$ cat config.mk
export PLATFORM = sky130hd
export DESIGN_NAME = reg_byte_unloader
export DESIGN_NICKNAME = d
export VERILOG_FILES = /design/src/rtl/reg_byte_unloader_pkg.sv /design/src/rtl/byte_addr_counter.sv /design/src/rtl/reg_byte_unloader.sv
export SDC_FILE = /design/constraint.sdc
export NUM_CORES = 1
export LEC_CHECK = 0
export CORE_MARGIN = 2
export CORE_UTILIZATION = 48
export CTS_CLUSTER_SIZE = 24
export DETAILED_ROUTE_END_ITERATION = 8
export PLACE_DENSITY = 0.84
export SETUP_SLACK_MARGIN = 0.3
export SLEW_MARGIN = 40
export SYNTH_ARGS = -nofsm -noshare
export SYNTH_HDL_FRONTEND = slang
export SYNTH_SLANG_ARGS = --single-unit
$ cat constraint.sdc
create_clock -name Clock -period 3.02 [get_ports Clock]
set_clock_uncertainty 0.2 [all_clocks]
set_input_delay 0.755 -clock Clock [delete_from_list [all_inputs] [get_ports Clock]]
set_output_delay 0.755 -clock Clock [all_outputs]
set_load 0.02 [all_outputs]
$ cat src/rtl/reg_byte_unloader_pkg.sv
// Shared state and mode encodings for the register-to-byte unloader.
// Build option: REG_BYTE_UNLOADER_MSB_FIRST_EN (consumed by reg_byte_unloader).
package reg_byte_unloader_pkg;

    typedef logic [1:0] state_t;
    localparam state_t ST_IDLE   = 2'd0;
    localparam state_t ST_FIRST  = 2'd1;
    localparam state_t ST_SECOND = 2'd2;

    typedef logic [1:0] mode_t;
    localparam mode_t MODE_WORD = 2'b00;
    localparam mode_t MODE_LO   = 2'b01;
    localparam mode_t MODE_HI   = 2'b10;

    // Encoding 2'b11 is an alias of MODE_WORD, so only LO/HI count as single-byte.
    function automatic logic is_byte_mode(input mode_t m);
        return (m == MODE_LO) || (m == MODE_HI);
    endfunction

endpackage

$ cat src/rtl/byte_addr_counter.sv
// Loadable byte-address counter; increments wrap modulo 2^ADDR_W.
module byte_addr_counter #(
    parameter int unsigned ADDR_W = 16
) (
    input  logic              Clock,
    input  logic              Reset,
    input  logic              Load,
    input  logic [ADDR_W-1:0] LoadValue,
    input  logic              Incr,
    output logic [ADDR_W-1:0] Count
);

    logic [ADDR_W-1:0] count_q, count_d;

    always_comb begin
        count_d = count_q;
        if (Load) begin
            count_d = LoadValue;
        end else if (Incr) begin
            count_d = count_q + ADDR_W'(1);
        end
    end

    always_ff @(posedge Clock) begin
        if (Reset) begin
            count_q <= '0;
        end else begin
            count_q <= count_d;
        end
    end

    assign Count = count_q;

endmodule

$ cat src/rtl/reg_byte_unloader.sv
// Splits a 16-bit register word into one or two byte writes with valid/ready handshakes.
// Define REG_BYTE_UNLOADER_MSB_FIRST_EN to emit the high byte first in full-word mode.
module reg_byte_unloader
    import reg_byte_unloader_pkg::*;
#(
    parameter int unsigned ADDR_W = 16
) (
    input  logic              Clock,
    input  logic              Reset,
    input  logic [15:0]       WordIn,
    input  logic [ADDR_W-1:0] AddrIn,
    input  logic [1:0]        Mode,
    input  logic              WordValid,
    output logic              WordReady,
    output logic [7:0]        ByteOut,
    output logic [ADDR_W-1:0] AddrOut,
    output logic              ByteValid,
    input  logic              ByteReady,
    output logic              Busy
);

    state_t      state_q, state_d;
    logic [15:0] word_q;
    mode_t       mode_q;

    logic        accept;
    logic        byte_xfer;
    logic        last_byte;
    logic        addr_incr;
    logic [7:0]  word_first;
    logic [7:0]  word_second;

`ifdef REG_BYTE_UNLOADER_MSB_FIRST_EN
    assign word_first  = word_q[15:8];
    assign word_second = word_q[7:0];
`else
    assign word_first  = word_q[7:0];
    assign word_second = word_q[15:8];
`endif

    assign ByteValid = (state_q == ST_FIRST) || (state_q == ST_SECOND);
    assign Busy      = (state_q != ST_IDLE);
    assign byte_xfer = ByteValid && ByteReady;
    assign last_byte = ((state_q == ST_FIRST) && is_byte_mode(mode_q)) ||
                       (state_q == ST_SECOND);
    // Accepting while the last byte drains lets the next word enter FIRST with no bubble.
    assign WordReady = (state_q == ST_IDLE) || (last_byte && ByteReady);
    assign accept    = WordValid && WordReady;
    assign addr_incr = (state_q == ST_FIRST) && byte_xfer && !is_byte_mode(mode_q);

    always_comb begin
        state_d = state_q;
        case (state_q)
            ST_IDLE: begin
                if (accept) begin
                    state_d = ST_FIRST;
                end
            end
            ST_FIRST: begin
                if (byte_xfer) begin
                    if (!is_byte_mode(mode_q)) begin
                        state_d = ST_SECOND;
                    end else begin
                        state_d = accept ? ST_FIRST : ST_IDLE;
                    end
                end
            end
            ST_SECOND: begin
                if (byte_xfer) begin
                    state_d = accept ? ST_FIRST : ST_IDLE;
                end
            end
            default: state_d = ST_IDLE;
        endcase
    end

    always_comb begin
        ByteOut = 8'h00;
        case (state_q)
            ST_FIRST: begin
                if (mode_q == MODE_LO) begin
                    ByteOut = word_q[7:0];
                end else if (mode_q == MODE_HI) begin
                    ByteOut = word_q[15:8];
                end else begin
                    ByteOut = word_first;
                end
            end
            ST_SECOND: ByteOut = word_second;
            default:   ByteOut = 8'h00;
        endcase
    end

    always_ff @(posedge Clock) begin
        if (Reset) begin
            state_q <= ST_IDLE;
            word_q  <= '0;
            mode_q  <= MODE_WORD;
        end else begin
            state_q <= state_d;
            if (accept) begin
                word_q <= WordIn;
                mode_q <= Mode;
            end
        end
    end

    byte_addr_counter #(
        .ADDR_W(ADDR_W)
    ) u_addr_counter (
        .Clock    (Clock),
        .Reset    (Reset),
        .Load     (accept),
        .LoadValue(AddrIn),
        .Incr     (addr_incr),
        .Count    (AddrOut)
    );

endmodule

==> Word-level counts from Yosys, hierarchy flattened <==
Cells that the tools add are included.
{ "totals": {"ff_bits": 36, "latchBits": 0, "mem_bits_rw": 0, "rom_bits": 0, "output_inout_bits": 27, "word_cells": 38, "mem_count": 0} }
{ "classes": {"n_addsub": 1, "mul": 0, "n_div": 0, "magnitude_cmp": 0, "eq_ne": 7, "n_shift": 0, "mux": 11, "bitwise_logic": 0, "n_reduce_logical": 15} }
{ "op_table": {"columns": ["cell", "n"], "rows": [
  ["$mux W16", 2],
  ["$add A16 B1 Y16 const B", 1],
  ["$mux W8", 2],
  ["$pmux W8 S2", 1],
  ["$mux W2", 4],
  ["$logic_and A1 B1 Y1", 6],
  ["$ne A2 B2 Y1 const B", 3],
  ["$pmux W2 S3", 1],
  ["$eq A2 B1 Y1 const B", 2],
  ["$eq A2 B2 Y1 const B", 2],
  ["$logic_or A1 B1 Y1", 4],
  ["$reduce_bool A2 Y1", 2],
  ["$reduce_and A3 Y1", 1],
  ["$logic_not A2 Y1", 1],
  ["$logic_not A1 Y1", 1],
  ["$mux W1", 1]
]} }

==> Depth between registers and ports, before layout <==
Gate-level depths: netlist of run 1.
{ "logic_depth": {"depth_word": 11, "mapped_depth": 9, "ltp_nobuf": 7} }

==> Cells and area by module <==
From an unflattened synthesis of run 1, not the netlist that was laid out.
{ "unflattened": {"hier_cells": 221, "hier_area_um2": 2031.9} }
{ "modules_own_cells": {"columns": ["module", "instances", "cells_per_inst", "area_each_um2", "seq_area_each_um2"], "rows": [
  ["reg_byte_unloader", 1, 109, 1047.3, 400.4],
  ["byte_addr_counter", 1, 112, 984.7, 320.3]
]} }

==> Least setup slack after synthesis of run 1 <==
No wires, ideal clock.
{ "synth_path": {"path_type": "register -> output", "start": "register state_q[1]", "end": "output port ByteOut[0]", "t_arrival_ps": 1537, "required_ps": 2065, "path_slack_ps": 528, "stages_incl_launch_ff": 6, "path_buffers": 0, "path_cell_list": "dfxtp_1 > inv_1 > ha_1 > a21boi_1 > a22oi_1 > nor2b_1"} }
{ "synth_via": {"elab_chain_cells": 2, "word_cells_on_any_way": 3, "classes_between": "eq/ne: 2; mux: 1"} }
{ "synth_rtl": {"columns": ["element", "line", "rtl"], "rows": [
  ["start, declared", "reg_byte_unloader.sv:22", "state_t state_q, state_d;"],
  ["start signal, assigned", "reg_byte_unloader.sv:100", "state_q <= state_d;"],
  ["$eq A2 B2 Y1 or $eq A2 B1 Y1 (tied branches)", "reg_byte_unloader.sv:79", "case (state_q)"],
  ["$pmux W8 S2 (*)", "reg_byte_unloader.sv:79", null],
  ["end, declared", "reg_byte_unloader.sv:15", "output logic [7:0] ByteOut,"]
]} }
Mark *: on every way between the ends. The rest lies on a longest branch, timed or not.

==> Final worst setup path of run 1 <==
{ "layout_path": {"start": "register state_q[0]", "end": "output port ByteOut[5]"} }
The elaborated chain is that of the path after synthesis.

==> results of run 1 <==
## power by group
part	leakage (nW)	total (mW)	internal, mW	switching (mW)
logic	0.641	0.399	0.199	0.200
registers	0.298	0.577	0.526	0.0508
clock network	0.0445	0.353	0.185	0.168
## flip-flops by register name, indices dropped and copies added, names as in the netlist
register / cells
mode_q: 2
state_q: 2
u_addr_counter.Count: 16
word_q: 16
## routing by layer
| layer | vias up | part of all wire | global-route usage |
|---|---|---|---|
| met5 | - | 0 | 0 |
| met4 | 0 | 0.020 | 0.08673 |
| met3 | 8 | 0.064 | 0.06303 |
| met2 | 61 | 0.49 | 0.3775 |
| met1 | 781 | 0.43 | 0.2553 |
| li1 | 915 | - | - |
## layout by cell type (no fill, tap or decap), drive strengths merged, types with 4 or more instances in the layout
master and count:
nor2 20, inv 10, buf 17, xnor2 9, clkbuf 8, clkdlybuf4s50 54
nand3 4, nand4 6, ha 7, nand2 42, a211oi 14, a22oi 8
dfxtp 36, a21oi 21, nor2b 9, nor4 5, xor2 4
## worst max-delay path by stage
| stage | cells past startpoint | end | startpoint |
|---|---|---|---|
| 2_1_floorplan | 5 | ByteOut[0] | state_q[1] |
| 3_3_place_gp | 4 | WordReady | ByteReady |
| 3_5_place_dp | 4 | WordReady | ByteReady |
| 4_1_cts | 6 | ByteOut[5] | state_q[0] |
| 5_1_grt | 6 | ByteOut[2] | state_q[0] |
| 6_report | 6 | ByteOut[5] | state_q[0] |
## worst max-delay path: stages, from the launching register on
cell and delay (ns):
dfxtp_2 0.38, inv_1 0.08, ha_1 0.25, a31o_4 0.26, a22oi_1 0.17, nor2b_1 0.07
buf_2 0.16
## synthesized netlist by cell type
cell / n
a21oi_1: 21
inv_1: 10
nor3b_2: 1
nor4_4: 1
nand4_4: 1
or3_1: 1
a21boi_1: 1
a22o_1: 1
nor3b_1: 2
nand2b_1: 1
a21o_1: 1
nand3_1: 4
xor2_1: 4
and3_1: 2
o31a_1: 1
nand4_1: 5
a211oi_1: 12
nor4_2: 2
nor4_1: 2
a211oi_2: 2
nand2_1: 42
dfxtp_1: 36
nor3_2: 1
ha_1: 7
nor2b_1: 9
xnor2_1: 9
o21ai_1: 1
buf_2: 4
a31o_2: 1
and4_1: 1
clkbuf_1: 7
nor2_1: 20
a22oi_1: 8
mux2i_1: 2
nor3_1: 2
## kinds of logic (layout without fill, tap and decap cells)
group           count (synthesis)  after routing
fa+ha+maj                       7              7
xor+xnor                       13             13
buf+inv                        21             91
compound gates                 49             49
simple gates                   97             97
mux                             2              2
flops                          36             36
## cell type report
| cell class | count | area (um2) | share of cell area |
|---|---|---|---|
| tap | 48 | 60.06 | 0.02257 |
| clock buffer | 7 | 86.33 | 0.03244 |
| inverter | 10 | 37.54 | 0.01410 |
| timing repair buffer | 73 | 669.4 | 0.2515 |
| sequential | 36 | 723.2 | 0.2717 |
| clock inverter | 1 | 7.507 | 0.002821 |
| multi-input combinational | 168 | 1077 | 0.4048 |
## repair_timing
action,in CTS,in global routing
endpoints found under the setup margin,10,9
pin swaps,0,0
resized for setup,31,16
==> flow_summary.ini, run 1 <==
[outcome]
outcome = finished, final reports clean

[setup_path]
crit_type = flop to output port
ff2ff_path_depth = 7
crit_path_max_fanout = 8
rr_startpoint = mode_q[0]
crit_required_ns = 2.06
setup.worst_path.start_class = flop
r2r_end = u_addr_counter.Count[13]
crit_arrival_ns = 1.67
cp-end-kind = output port
r2r_setup_slack_ns = 0.85

[routing]
wl_per_cell_um = 12.71
drc = 0
antenna_violating_nets_post_route = 0
first_iter_violations = 109
routed_wl_mm = 4.360
drtPass1Iterations = 4
vias = 1765
via_per_inst = 5.146

[synth]
ys_seq_area_frac = 0.3887
synth_fp_nets = 270
synth_compound_area_frac = 0.1761
synth_area_leaders = dfxtp_1 39%, nand2_1 8.5%, a21oi_1 5.7%
ys_types = 35
synth_largest_area_cell = dfxtp_1
yosys.area.top_type_share = 0.3887
synth_mux_area_frac = 0.01080
synth_xor_area_frac = 0.06140
avgSynthCellArea_um2 = 8.241
synth_fa_ha_area_frac = 0.04723
ys_seq_elements = 36
yosys.area_share.simple = 0.2706
yosysWarnings = 0
netlist_area_um2 = 1854
synthCells = 225
synth_top_family_by_area = simple AND/OR/NAND/NOR gates

[clock_network]
clk_pin_slew_ns = 0.07
postCtsSetupBuffers = 0
insertion_delay_ns = 0.29
hold_buffers = 0
cts_made_buffers = 5
htreeDepth = 2
tritoncts = done
cts_root_buf = clkbuf_8
cts_buffer_depth = 2
numClockSinks = 36

[sta]
fmax_mhz = 380.8
setup_viol = 0
slew_viol_final = 0
layout_setup_ws_ns = 0.3941
rsz0062_at_grt = false
fin_crit_ns = 2.626
finalHoldViolations = 0
slew_headroom = 0.7369
setup-tns-final_ns = 0
timing.hold.ws_ns = 0.2547
worst_pin_slew_ns = 0.3947
fin_crit_sh = 0.8695

[grt]
grt_use_total = 0.2197
grt_pass1_vias = 1675
overflow = 0
antenna_found_initial = 0
grt_max_degree = 37
grt_pass1_wl_mm = 7.355

[cells_and_area]
post-route-util = 0.7215
fin_nets = 339
design_area_um2 = 2661
area_delta_synth_final_pct = 43.52
n_fill_cell = 314
drive_above_1_share = 0.1356
finalNonFillerCells = 343
antenna_cells = 0

[die]
dieHeight_um = 66.16
std_cell_rows = 22
start_util = 0.5027
core_area_um2 = 3689
die_w_um = 66.16
dieArea_um2 = 4376
io_pins = 65

[placed_design]
place_ws_ns = 0.02683
io_buffer_count = 64
dp_hpwl_mm = 3.125
gp_congestion = 0.7875
place_area_um2 = 2576
placed_cells = 335

[pwr]
power_density_nw_per_um2 = 499.5
ir_drop_v = 0.0002952
power.total_mw = 1.329
power_leakage_nw = 0.9835

[min_path]
hold_class = flop to flop
hold_path_depth = 2
holdCritStartpoint = word_q[12]
hold_path_end = word_q[12]

[job]
drv_cap = 0
(Power assumes the default switching activity.)
==> run 2, diff against run 1 <==
CTS_CLUSTER_DIAMETER = 150   (was default)
==> results of run 2 <==
No change in the layout: final DEF, timing and power equal those of run 1.
